==> src/rtl/imagem_pixel_streamer.sv <==
// Image RAM read stage: fetches a run of 32-bit words and
// streams them out as 8-bit pixels on a valid/ready port.
module imagem_pixel_streamer #(
    parameter int ADDR_W     = 18,
    parameter int FIFO_DEPTH = 4
) (
    input  logic              clk,
    input  logic              reset_n,
    input  logic              start,
    input  logic [ADDR_W-1:0] base_addr,
    input  logic [ADDR_W:0]   word_count,
    output logic              busy,
    output logic              done,
    output logic [ADDR_W-1:0] mem_address,
    output logic              mem_chipselect,
    output logic              mem_clken,
    input  logic [31:0]       mem_readdata,
    output logic [7:0]        pix_data,
    output logic              pix_valid,
    input  logic              pix_ready,
    output logic              pix_last
);

    localparam int PTR_W = $clog2(FIFO_DEPTH);
    localparam int OCC_W = PTR_W + 1;
    localparam int CNT_W = ADDR_W + 1;

    typedef enum logic [1:0] {
        S_IDLE,
        S_RUN,
        S_FLUSH
    } state_t;

    state_t state_q, state_d;

    logic [ADDR_W-1:0] base_q;
    logic [CNT_W-1:0]  count_q;
    logic [CNT_W-1:0]  issued_q;
    logic [CNT_W-1:0]  popped_q;
    logic [OCC_W-1:0]  occ_q;
    logic              rd_pend_q;

    logic [31:0]       fifo_mem [FIFO_DEPTH];
    logic [PTR_W-1:0]  wr_ptr;
    logic [PTR_W-1:0]  rd_ptr;
    logic [OCC_W-1:0]  fifo_cnt;

    logic [23:0]       sh_q;
    logic [1:0]        idx_q;
    logic              last_word_q;

    logic              accept;
    logic              issue;
    logic              done_d;
    logic              unp_take;
    logic              pop;
    logic              fifo_wr;
    logic              fifo_rd;
    logic [31:0]       load_word;
    logic [OCC_W-1:0]  occ_eff;

    // RAM clock runs whenever the block is out of reset
    assign mem_clken = reset_n;

    // Next state, issue credit, FIFO steering and completion
    always_comb begin
        state_d   = state_q;
        accept    = 1'b0;
        issue     = 1'b0;
        done_d    = 1'b0;
        unp_take  = !pix_valid || (pix_ready && idx_q == 2'd3);
        fifo_rd   = unp_take && (fifo_cnt != '0);
        pop       = unp_take && ((fifo_cnt != '0) || rd_pend_q);
        fifo_wr   = rd_pend_q && !(unp_take && fifo_cnt == '0);
        load_word = (fifo_cnt != '0) ? fifo_mem[rd_ptr] : mem_readdata;
        occ_eff   = occ_q - OCC_W'(pop);
        unique case (state_q)
            S_IDLE: begin
                if (start && !done) begin
                    accept  = 1'b1;
                    state_d = (word_count == '0) ? S_FLUSH : S_RUN;
                end
            end
            S_RUN: begin
                if (issued_q == count_q) begin
                    state_d = S_FLUSH;
                end else if (occ_eff < OCC_W'(FIFO_DEPTH)) begin
                    issue = 1'b1;
                end
            end
            S_FLUSH: begin
                if (fifo_cnt == '0 && !rd_pend_q &&
                    (!pix_valid || (pix_ready && idx_q == 2'd3))) begin
                    done_d  = 1'b1;
                    state_d = S_IDLE;
                end
            end
            default: state_d = S_IDLE;
        endcase
    end

    // Control state, run parameters and status flags
    always_ff @(posedge clk or negedge reset_n) begin
        if (!reset_n) begin
            state_q <= S_IDLE;
            base_q  <= '0;
            count_q <= '0;
            busy    <= 1'b0;
            done    <= 1'b0;
        end else begin
            state_q <= state_d;
            done    <= done_d;
            if (accept) begin
                base_q  <= base_addr;
                count_q <= word_count;
                busy    <= 1'b1;
            end else if (done_d) begin
                busy <= 1'b0;
            end
        end
    end

    // Read request port; occupancy counts FIFO words plus in-flight reads
    always_ff @(posedge clk or negedge reset_n) begin
        if (!reset_n) begin
            mem_chipselect <= 1'b0;
            mem_address    <= '0;
            issued_q       <= '0;
            occ_q          <= '0;
            rd_pend_q      <= 1'b0;
        end else begin
            rd_pend_q <= mem_chipselect;
            if (accept) begin
                mem_chipselect <= (word_count != '0);
                mem_address    <= base_addr;
                issued_q       <= CNT_W'(word_count != '0);
                occ_q          <= OCC_W'(word_count != '0);
            end else begin
                mem_chipselect <= issue;
                if (issue) begin
                    mem_address <= base_q + issued_q[ADDR_W-1:0];
                end
                issued_q <= issued_q + CNT_W'(issue);
                occ_q    <= occ_eff + OCC_W'(issue);
            end
        end
    end

    // Word FIFO; bypassed when empty and the unpacker is free
    always_ff @(posedge clk or negedge reset_n) begin
        if (!reset_n) begin
            wr_ptr   <= '0;
            rd_ptr   <= '0;
            fifo_cnt <= '0;
            for (int i = 0; i < FIFO_DEPTH; i++) begin
                fifo_mem[i] <= '0;
            end
        end else begin
            if (fifo_wr) begin
                fifo_mem[wr_ptr] <= mem_readdata;
                wr_ptr           <= wr_ptr + PTR_W'(1);
            end
            if (fifo_rd) begin
                rd_ptr <= rd_ptr + PTR_W'(1);
            end
            fifo_cnt <= fifo_cnt + OCC_W'(fifo_wr) - OCC_W'(fifo_rd);
        end
    end

    // Unpacker: word to four pixels, low byte first
    always_ff @(posedge clk or negedge reset_n) begin
        if (!reset_n) begin
            popped_q    <= '0;
            pix_valid   <= 1'b0;
            pix_data    <= '0;
            pix_last    <= 1'b0;
            sh_q        <= '0;
            idx_q       <= '0;
            last_word_q <= 1'b0;
        end else begin
            if (accept) begin
                popped_q <= '0;
            end else if (pop) begin
                popped_q <= popped_q + CNT_W'(1);
            end
            if (pop) begin
                pix_valid   <= 1'b1;
                pix_data    <= load_word[7:0];
                sh_q        <= load_word[31:8];
                idx_q       <= 2'd0;
                pix_last    <= 1'b0;
                last_word_q <= (popped_q + CNT_W'(1) == count_q);
            end else if (pix_valid && pix_ready) begin
                if (idx_q == 2'd3) begin
                    pix_valid <= 1'b0;
                    pix_last  <= 1'b0;
                end else begin
                    pix_data <= sh_q[7:0];
                    sh_q     <= {8'h00, sh_q[23:8]};
                    idx_q    <= idx_q + 2'd1;
                    pix_last <= last_word_q && (idx_q == 2'd2);
                end
            end
        end
    end

    // Credit accounting must make a push into a full FIFO impossible
    a_no_overflow : assert property (
        @(posedge clk) disable iff (!reset_n)
        !(fifo_wr && !fifo_rd && fifo_cnt == OCC_W'(FIFO_DEPTH))
    );

endmodule

==> config.mk <==
export PLATFORM = sky130hd
export DESIGN_NAME = imagem_pixel_streamer
export DESIGN_NICKNAME = d
export VERILOG_FILES = /design/src/rtl/imagem_pixel_streamer.sv
export SDC_FILE = /design/constraint.sdc
export NUM_CORES = 1
export LEC_CHECK = 0
export BUFFER_PORTS_ARGS = -buffer_cell sky130_fd_sc_hd__buf_2
export CORE_UTILIZATION = 40
export DETAILED_ROUTE_END_ITERATION = 10
export PLACE_DENSITY = 0.6
export SYNTH_ARGS = -nofsm -noshare
export SYNTH_HDL_FRONTEND = slang
export SYNTH_SLANG_ARGS = --single-unit
==> constraint.sdc <==
create_clock -name clk -period 6.85 [get_ports clk]
set_input_delay 0.3425 -clock clk [delete_from_list [all_inputs] [get_ports clk]]
set_output_delay 0.3425 -clock clk [all_outputs]
set_load 0.005 [all_outputs]
Yosys cells after proc, flatten, opt, wreduce, memory -nomap -nowiden

Cells that the tools add are included.

Output and inout bits: 32
Input bits: 73
Register bits: 274
Logic and storage cells: 123

Order comparisons: 4
Muxes and demuxes: 43
Bitwise gates (word level): 2
Add/sub/neg operators: 10
Reductions and logical operators: 30
Equal/unequal tests: 10

Operator list:

| cell                                                             | count |
|---|---|
| 128-bit bitwise mux                                              | 1 |
| 32-bit 2-to-1 mux                                                | 4 |
| 24-bit 2-to-1 mux                                                | 3 |
| 32-bit binary-select mux with 2-bit select                       | 1 |
| 32-bit demux with 2-bit select                                   | 1 |
| 19-bit 2-to-1 mux                                                | 3 |
| 19-bit equality test                                             | 2 |
| 18-bit 2-to-1 mux                                                | 2 |
| 8-bit 2-to-1 mux                                                 | 3 |
| 19-bit by 1-bit adder with 19-bit output                         | 1 |
| 19-bit by 1-bit adder with 19-bit output (second input constant) | 1 |
| 19-bit logical NOT                                               | 1 |
| 19-bit nonzero test                                              | 1 |
| 18-bit adder                                                     | 1 |
| 1-bit 2-to-1 mux                                                 | 16 |
| 2-bit 2-to-1 mux                                                 | 7 |
| 1-bit logical AND                                                | 11 |
| 2-bit nonzero test                                               | 5 |
| 2-bit inequality test (second input constant)                    | 4 |
| 2-bit by 1-bit adder with 2-bit output (second input constant)   | 3 |
| 3-bit by 1-bit adder with 3-bit output                           | 2 |
| 2-bit equality test (second input constant)                      | 3 |
| 3-bit >= comparator (second input constant)                      | 2 |
| 2-bit NOT with 3-bit output                                      | 2 |
| 13 further kinds                                                 | 19 |

Logic depth before layout (Yosys ltp)

Depth after elaboration: 11
Mapped depth: 23
Mapped depth without buffers: 17

Least setup slack after synthesis

OpenSTA, ideal clock, no wires.

Path type: reg-to-reg
From: register fifo_cnt[1]
To: register issued_q[18]
Required time: 6.718 ns
Arrival: 4.074 ns
Buffers on the path: 6
Setup slack: 2.644 ns
Clock period less this slack: 4.206 ns
Setup time: 0.132 ns
Cell stages (with the launch flop): 24
Cells stage by stage: dfrtp_1 -> or3_1 -> buf_2 -> nor2_1 -> or2_1 -> buf_2 -> inv_1 -> buf_2 -> buf_1 -> ha_1 -> ha_1 -> xor2_1 -> nor2_1 -> buf_2 -> buf_2 -> ha_1 -> ha_1 -> nand3_1 -> nor2_1 -> and2_1 -> and3_1 -> nand3_1 -> xor2_1 -> nor2_1

Longest elaborated chain between the ends: 10

RTL lines:

| item                                        | line | source |
|---|---|---|
| from (decl)                                 | 46   | `logic [OCC_W-1:0] fifo_cnt;` |
| from (signal assigned)                      | 166  | `fifo_cnt <= fifo_cnt + OCC_W'(fifo_wr) - OCC_W'(fifo_rd);` |
| 3-bit nonzero test                          | 73   | `pop = unp_take && ((fifo_cnt != '0) \|\| rd_pend_q);` |
| 1-bit logical OR                            | 73   |  |
| 1-bit logical AND                           | 73   |  |
| named net pop                               | 56   | `logic pop;` |
| 3-bit by 1-bit subtractor with 3-bit output | 76   | `occ_eff = occ_q - OCC_W'(pop);` |
| 3-bit < comparator                          | 87   | `end else if (occ_eff < OCC_W'(FIFO_DEPTH)) begin` |
| 1-bit 2-to-1 mux                            | 87   |  |
| 1-bit 2-to-1 mux                            | 85   | `if (issued_q == count_q) begin` |
| 1-bit 2-to-1 mux                            | 77   | `unique case (state_q)` |
| 19-bit by 1-bit adder with 19-bit output    | 143  | `issued_q <= issued_q + CNT_W'(issue);` |
| 19-bit 2-to-1 mux                           | 133  | `if (accept) begin` |
| to (signal assigned)                        | 136  | `issued_q <= CNT_W'(word_count != '0);` |
| to (signal assigned)                        | 143  |  |
| to (decl)                                   | 38   | `logic [CNT_W-1:0] issued_q;` |

The timed path passes the listed nets, and every way through them passes these cells.
A chain may end at the register's enable or synchronous reset.

Worst setup path after layout

From: register rd_pend_q
To: register issued_q[18]

Longest elaborated chain between the ends: 9

RTL lines:

| item                                        | line | source |
|---|---|---|
| from (decl)                                 | 41   | `logic rd_pend_q;` |
| from (signal assigned)                      | 132  | `rd_pend_q <= mem_chipselect;` |
| 1-bit logical OR                            | 73   |  |
| 1-bit logical AND                           | 73   |  |
| 3-bit by 1-bit subtractor with 3-bit output | 76   |  |
| 3-bit < comparator                          | 87   |  |
| 1-bit 2-to-1 mux                            | 87   |  |
| 1-bit 2-to-1 mux                            | 85   |  |
| 1-bit 2-to-1 mux                            | 77   |  |
| 19-bit by 1-bit adder with 19-bit output    | 143  |  |
| 19-bit 2-to-1 mux                           | 133  |  |

Every way passes these cells.

==> summary.md <==
| Metric | Value |
|---|---|
| Share of the synthesized area in the top cell type | `0.4997` |
| Clock Tree Root | `sky130_fd_sc_hd__clkbuf_16` |
| Critical Path Max Stage Delay | `between 0.8 and 0.9 ns` |
| Final critical delay including setup and external delays | `4.354 ns` |
| Worst setup slack after layout | `2.496 ns` |
| Global-route wire length before repair | `53,130 um` |
| DRC errors left | `0` |
| Top cell type by total area after synthesis | `sky130_fd_sc_hd__dfrtp_1` |
| Number of standard cells in the layout, taps in and fillers out | `about 1,800` |
| Worst-path clk slew | `~0.06 ns` |
| Startpoint type of the worst setup path | `register` |
| Main flop type after synthesis | `sky130_fd_sc_hd__dfrtp_1` |
| Classification of the worst-slack hold path | `input pin to register` |
| Chip width | `187.2 um` |
| Standard-cell row count | `67` |
| Crit Path Category | `register to register` |
| Count of boundary I/O pins | `105` |
| Endpoint type of the worst setup path | `register` |
| CP Cell Sequence | `nor2_1 -> or2_1 -> inv_1 -> ha_1 -> ha_1 -> xor2_1 -> nor2_2 -> buf_4 -> ha_1 -> ha_1 -> nand3_1 -> nor2_1 -> and2_1 -> and3_1 -> nand3_1 -> xor2_1 -> nor2_1` |
| Number of iterations in the first detailed-routing pass | `6` |
| Number of antenna cells inserted | `0` |
| Maximum number of pins on one net before global-route repair | `about 90` |
| FILL cells | `a little over 3,000` |
| Total power per unit cell area | `roughly 460 mW/mm^2` |
| Number of storage elements in the synthesis netlist | `between 200 and 300` |
| Cell count after placement | `~1,700` |
| Number of global-route vias before repair | `~10,000` |
| CTS tree | `yes` |
| Number of max-slew violations in the final report | `0` |
| Achievable clock frequency | `0.2297 GHz` |
| Max Buffers Root-to-Sink | `3` |
| Number of buffers inserted for hold repair after clock tree synthesis | `1` |
| Die Ht | `between 150 and 200 um` |
| Wire per inst | `17.87 um` |
| Number of nets in the finished design | `about 1,400` |
| Finished Core Util | `0.4697` |
| Signed area change from the synthesized netlist to the final layout | `15.06%` |
| Outcome | `finished clean` |
| Leakage power | `around 7.2 nW` |
| Initial core utilization | `0.4082` |
| DRT Wirelength | `roughly 32,000 um` |
| Final worst-path cycle share | `0.6356` |
| Data arrival time of the critical path | `about 4.7 ns` |
| Synth warn | `0` |
| Slew at the pin closest to its max-slew limit | `roughly 1.0 ns` |
| Cell types with the largest area share after synthesis | `sky130_fd_sc_hd__dfrtp_1 (50%), sky130_fd_sc_hd__mux2_2 (11%), sky130_fd_sc_hd__nand2_1 (5.4%)` |
| Mean number of vias per cell | `5.302` |
| Share of layout cells above drive strength 1 | `0.2575` |
| Final setup violation count | `0` |
| Overflow after GRT | `0` |
| Maximum fanout along the worst path | `30` |
| Sequential share of the synthesized area | `0.4997` |
| Average cell area after synthesis | `11.00 um^2` |
| Register-to-Register Setup Slack | `~2.5 ns` |
| Post-placement setup slack | `~2.5 ns` |
| Number of buffers added by the clock tree synthesis step | `34` |
| Library cells used by synthesis | `between 50 and 60` |
| Syn nets | `about 1,400` |
| Setup repair after global routing missed its margin | `false` |
| Gate count of the mapped netlist | `between 1,000 and 1,500` |
| Number of nets with antenna violations after routing | `0` |
| GP Congestion | `around 0.85` |
| Via count | `9,581` |
| Iteration-0 DRC count of the detailed router | `roughly 520` |
| Number of antenna violations at the first check in global routing | `0` |
| Core Region | `~0.034 mm^2` |
| Cell with the largest stage delay on the worst path | `sky130_fd_sc_hd__dfrtp_1` |
| Worst hold slack | `0.03693 ns` |
| Total routing resource utilization after global routing | `0.1890` |
| EDFF count, synth | `0` |
| Total setup buffers inserted after CTS | `0` |
| Final count of hold timing violations | `0` |
| Worst ir drop on vdd | `around 0.22 mV` |
| HPWL after detailed placement | `roughly 21,000 um` |
| Normalized max-slew margin | `0.3068` |
| Clk sink count | `around 270` |
| FFs w/ async S/R, synth | `1.000` |
| Clock skew | `0.01965 ns` |
| Sum of negative setup slack | `0 ns` |
| Cell type with the highest occurrence count on the critical path | `sky130_fd_sc_hd__ha_1` |
| Required time reported for the critical path endpoint | `roughly 7.2 ns` |
| Die area | `0.03505 mm^2` |
| Gates resized, CTS repair | `0` |
| Multi-input logic area | `roughly 0.0065 mm^2` |
| Worst skew pair latency | `0.52 ns` |
| Total of buffers placed on input and output ports | `104` |
| Number of maximum-capacitance violations | `0` |
| Depth of the CTS H-tree | `2` |
| Netlist area before placement | `between 0.01 and 0.015 mm^2` |
| Total area of sequential cells | `between 0.006 and 0.007 mm^2` |
==> through the flow <==
step	area [um^2]	power (mW)
detailed placement	14650	5.491
CTS	15790	7.316
global route	15790	7.723
floorplan	13720	4.730
finish	15790	7.236
global placement	14650	5.414
==> cell families (layout without fill, tap and decap cells) <==
| family | after synthesis | count (layout) | synth area share |
|---|---|---|---|
| and+or+nand+nor | 395 | 395 | 0.1295 |
| DFF | 274 | 274 | 0.4997 |
| AOI/OAI and AO/OA | 181 | 181 | 0.08097 |
| muxes | 172 | 172 | 0.1665 |
| xor gates and xnor gates | 98 | 98 | 0.06255 |
| buffers and inverters | 93 | 205 | 0.02872 |
| adders and majority gates | 34 | 34 | 0.03210 |
==> routing by layer <==
layer / global-route usage / up-vias / part of all wire / wire length (um)
li1: - / 4563 / - / -
met5: 0 / - / 0 / 0
met1: 0.2528 / 4778 / 0.45 / 14500
met2: 0.3157 / 189 / 0.48 / 15640
met4: 0.06021 / 0 / 0.026 / 844
met3: 0.02795 / 51 / 0.041 / 1310
==> worst max-delay path: cells and delay by family, from the launching register on <==
kind	cells	cell delay, ns
XOR/XNOR	2	0.25
adder cells (fa/ha/maj)	4	0.91
buffers and inverters	2	0.91
flip-flops	1	0.83
AND/OR/NAND/NOR	9	1.30
==> synth_stat cells, types with 11 or more instances <==
| library cell | instances |
|---|---|
| sky130_fd_sc_hd__buf_2 | 21 |
| sky130_fd_sc_hd__inv_1 | 24 |
| sky130_fd_sc_hd__xnor2_1 | 54 |
| sky130_fd_sc_hd__a31oi_1 | 11 |
| sky130_fd_sc_hd__nand2_1 | 199 |
| sky130_fd_sc_hd__o21ai_0 | 59 |
| sky130_fd_sc_hd__clkbuf_1 | 41 |
| sky130_fd_sc_hd__dfrtp_1 | 274 |
| sky130_fd_sc_hd__mux2_2 | 130 |
| sky130_fd_sc_hd__and3_1 | 34 |
| sky130_fd_sc_hd__nor3_1 | 11 |
| sky130_fd_sc_hd__nand4_1 | 16 |
| sky130_fd_sc_hd__mux4_2 | 32 |
| sky130_fd_sc_hd__a21oi_1 | 50 |
| sky130_fd_sc_hd__nor2_1 | 76 |
| sky130_fd_sc_hd__ha_1 | 32 |
| sky130_fd_sc_hd__o21a_1 | 13 |
| sky130_fd_sc_hd__nand3_1 | 23 |
| sky130_fd_sc_hd__xor2_1 | 44 |
==> cells in the final DEF (no fill, tap or decap), types with 6 or more instances in the layout <==
cell type / count
sky130_fd_sc_hd__nor2_1: 75
sky130_fd_sc_hd__xnor2_1: 54
sky130_fd_sc_hd__a221o_1: 9
sky130_fd_sc_hd__clkbuf_16: 35
sky130_fd_sc_hd__nor4_1: 8
sky130_fd_sc_hd__a31oi_1: 11
sky130_fd_sc_hd__a21oi_1: 50
sky130_fd_sc_hd__dfrtp_1: 273
sky130_fd_sc_hd__nand2_1: 199
sky130_fd_sc_hd__mux2i_1: 10
sky130_fd_sc_hd__xor2_1: 44
sky130_fd_sc_hd__and3_1: 34
sky130_fd_sc_hd__nand4_1: 16
sky130_fd_sc_hd__a21o_1: 10
sky130_fd_sc_hd__ha_1: 32
sky130_fd_sc_hd__mux2_2: 130
sky130_fd_sc_hd__clkbuf_8: 9
sky130_fd_sc_hd__o211ai_1: 6
sky130_fd_sc_hd__o21ai_0: 59
sky130_fd_sc_hd__clkinv_2: 6
sky130_fd_sc_hd__nor3_1: 9
sky130_fd_sc_hd__mux4_2: 32
sky130_fd_sc_hd__inv_1: 24
sky130_fd_sc_hd__buf_4: 16
sky130_fd_sc_hd__buf_2: 103
sky130_fd_sc_hd__o21a_1: 13
sky130_fd_sc_hd__nand3_1: 23
==> sequential cells by signal (all words and copies together), names as in the netlist, 2 cells and up <==
signal	flops
base_q	18
count_q	19
fifo_cnt	3
fifo_mem	128
idx_q	2
issued_q	19
mem_address	18
occ_q	3
pix_data	8
popped_q	19
rd_ptr	2
sh_q	24
state_q	2
wr_ptr	2
==> layout make-up <==
| type | instances | share of cell area |
|---|---|---|
| timing repair buffer | 121 | 0.04184 |
| sequential | 274 | 0.4343 |
| clock buffer | 48 | 0.06427 |
| clock inverter | 12 | 0.007211 |
| multi-input combinational | 880 | 0.4111 |
| inverter | 24 | 0.005706 |
| tap | 448 | 0.03550 |
==> final timing paths <==
kind / startpoint / to / cells past startpoint
setup / recovery: rd_pend_q$_DFF_PN0_ / issued_q[18]$_DFF_PN0_ / 17
hold / removal: base_addr[15] / base_q[15]$_DFFE_PN0P_ / 3
setup reg to reg: rd_pend_q$_DFF_PN0_ / issued_q[18]$_DFF_PN0_ / 17
hold reg to reg: base_q[2]$_DFFE_PN0P_ / base_q[2]$_DFFE_PN0P_ / 2
max in group asynchronous: reset_n / rd_ptr[0]$_DFFE_PN0P_ / 3
min in group asynchronous: reset_n / base_q[13]$_DFFE_PN0P_ / 2
==> where the power goes <==
part           leakage (nW)  switching (mW)  internal (mW)
Sequential             3.37           0.447           2.32
Clock                 0.561           0.702           1.08
Combinational          3.27            1.31           1.38
Total                  7.20            2.46           4.77
No activity file was read; power rests on OpenSTA's default activity.
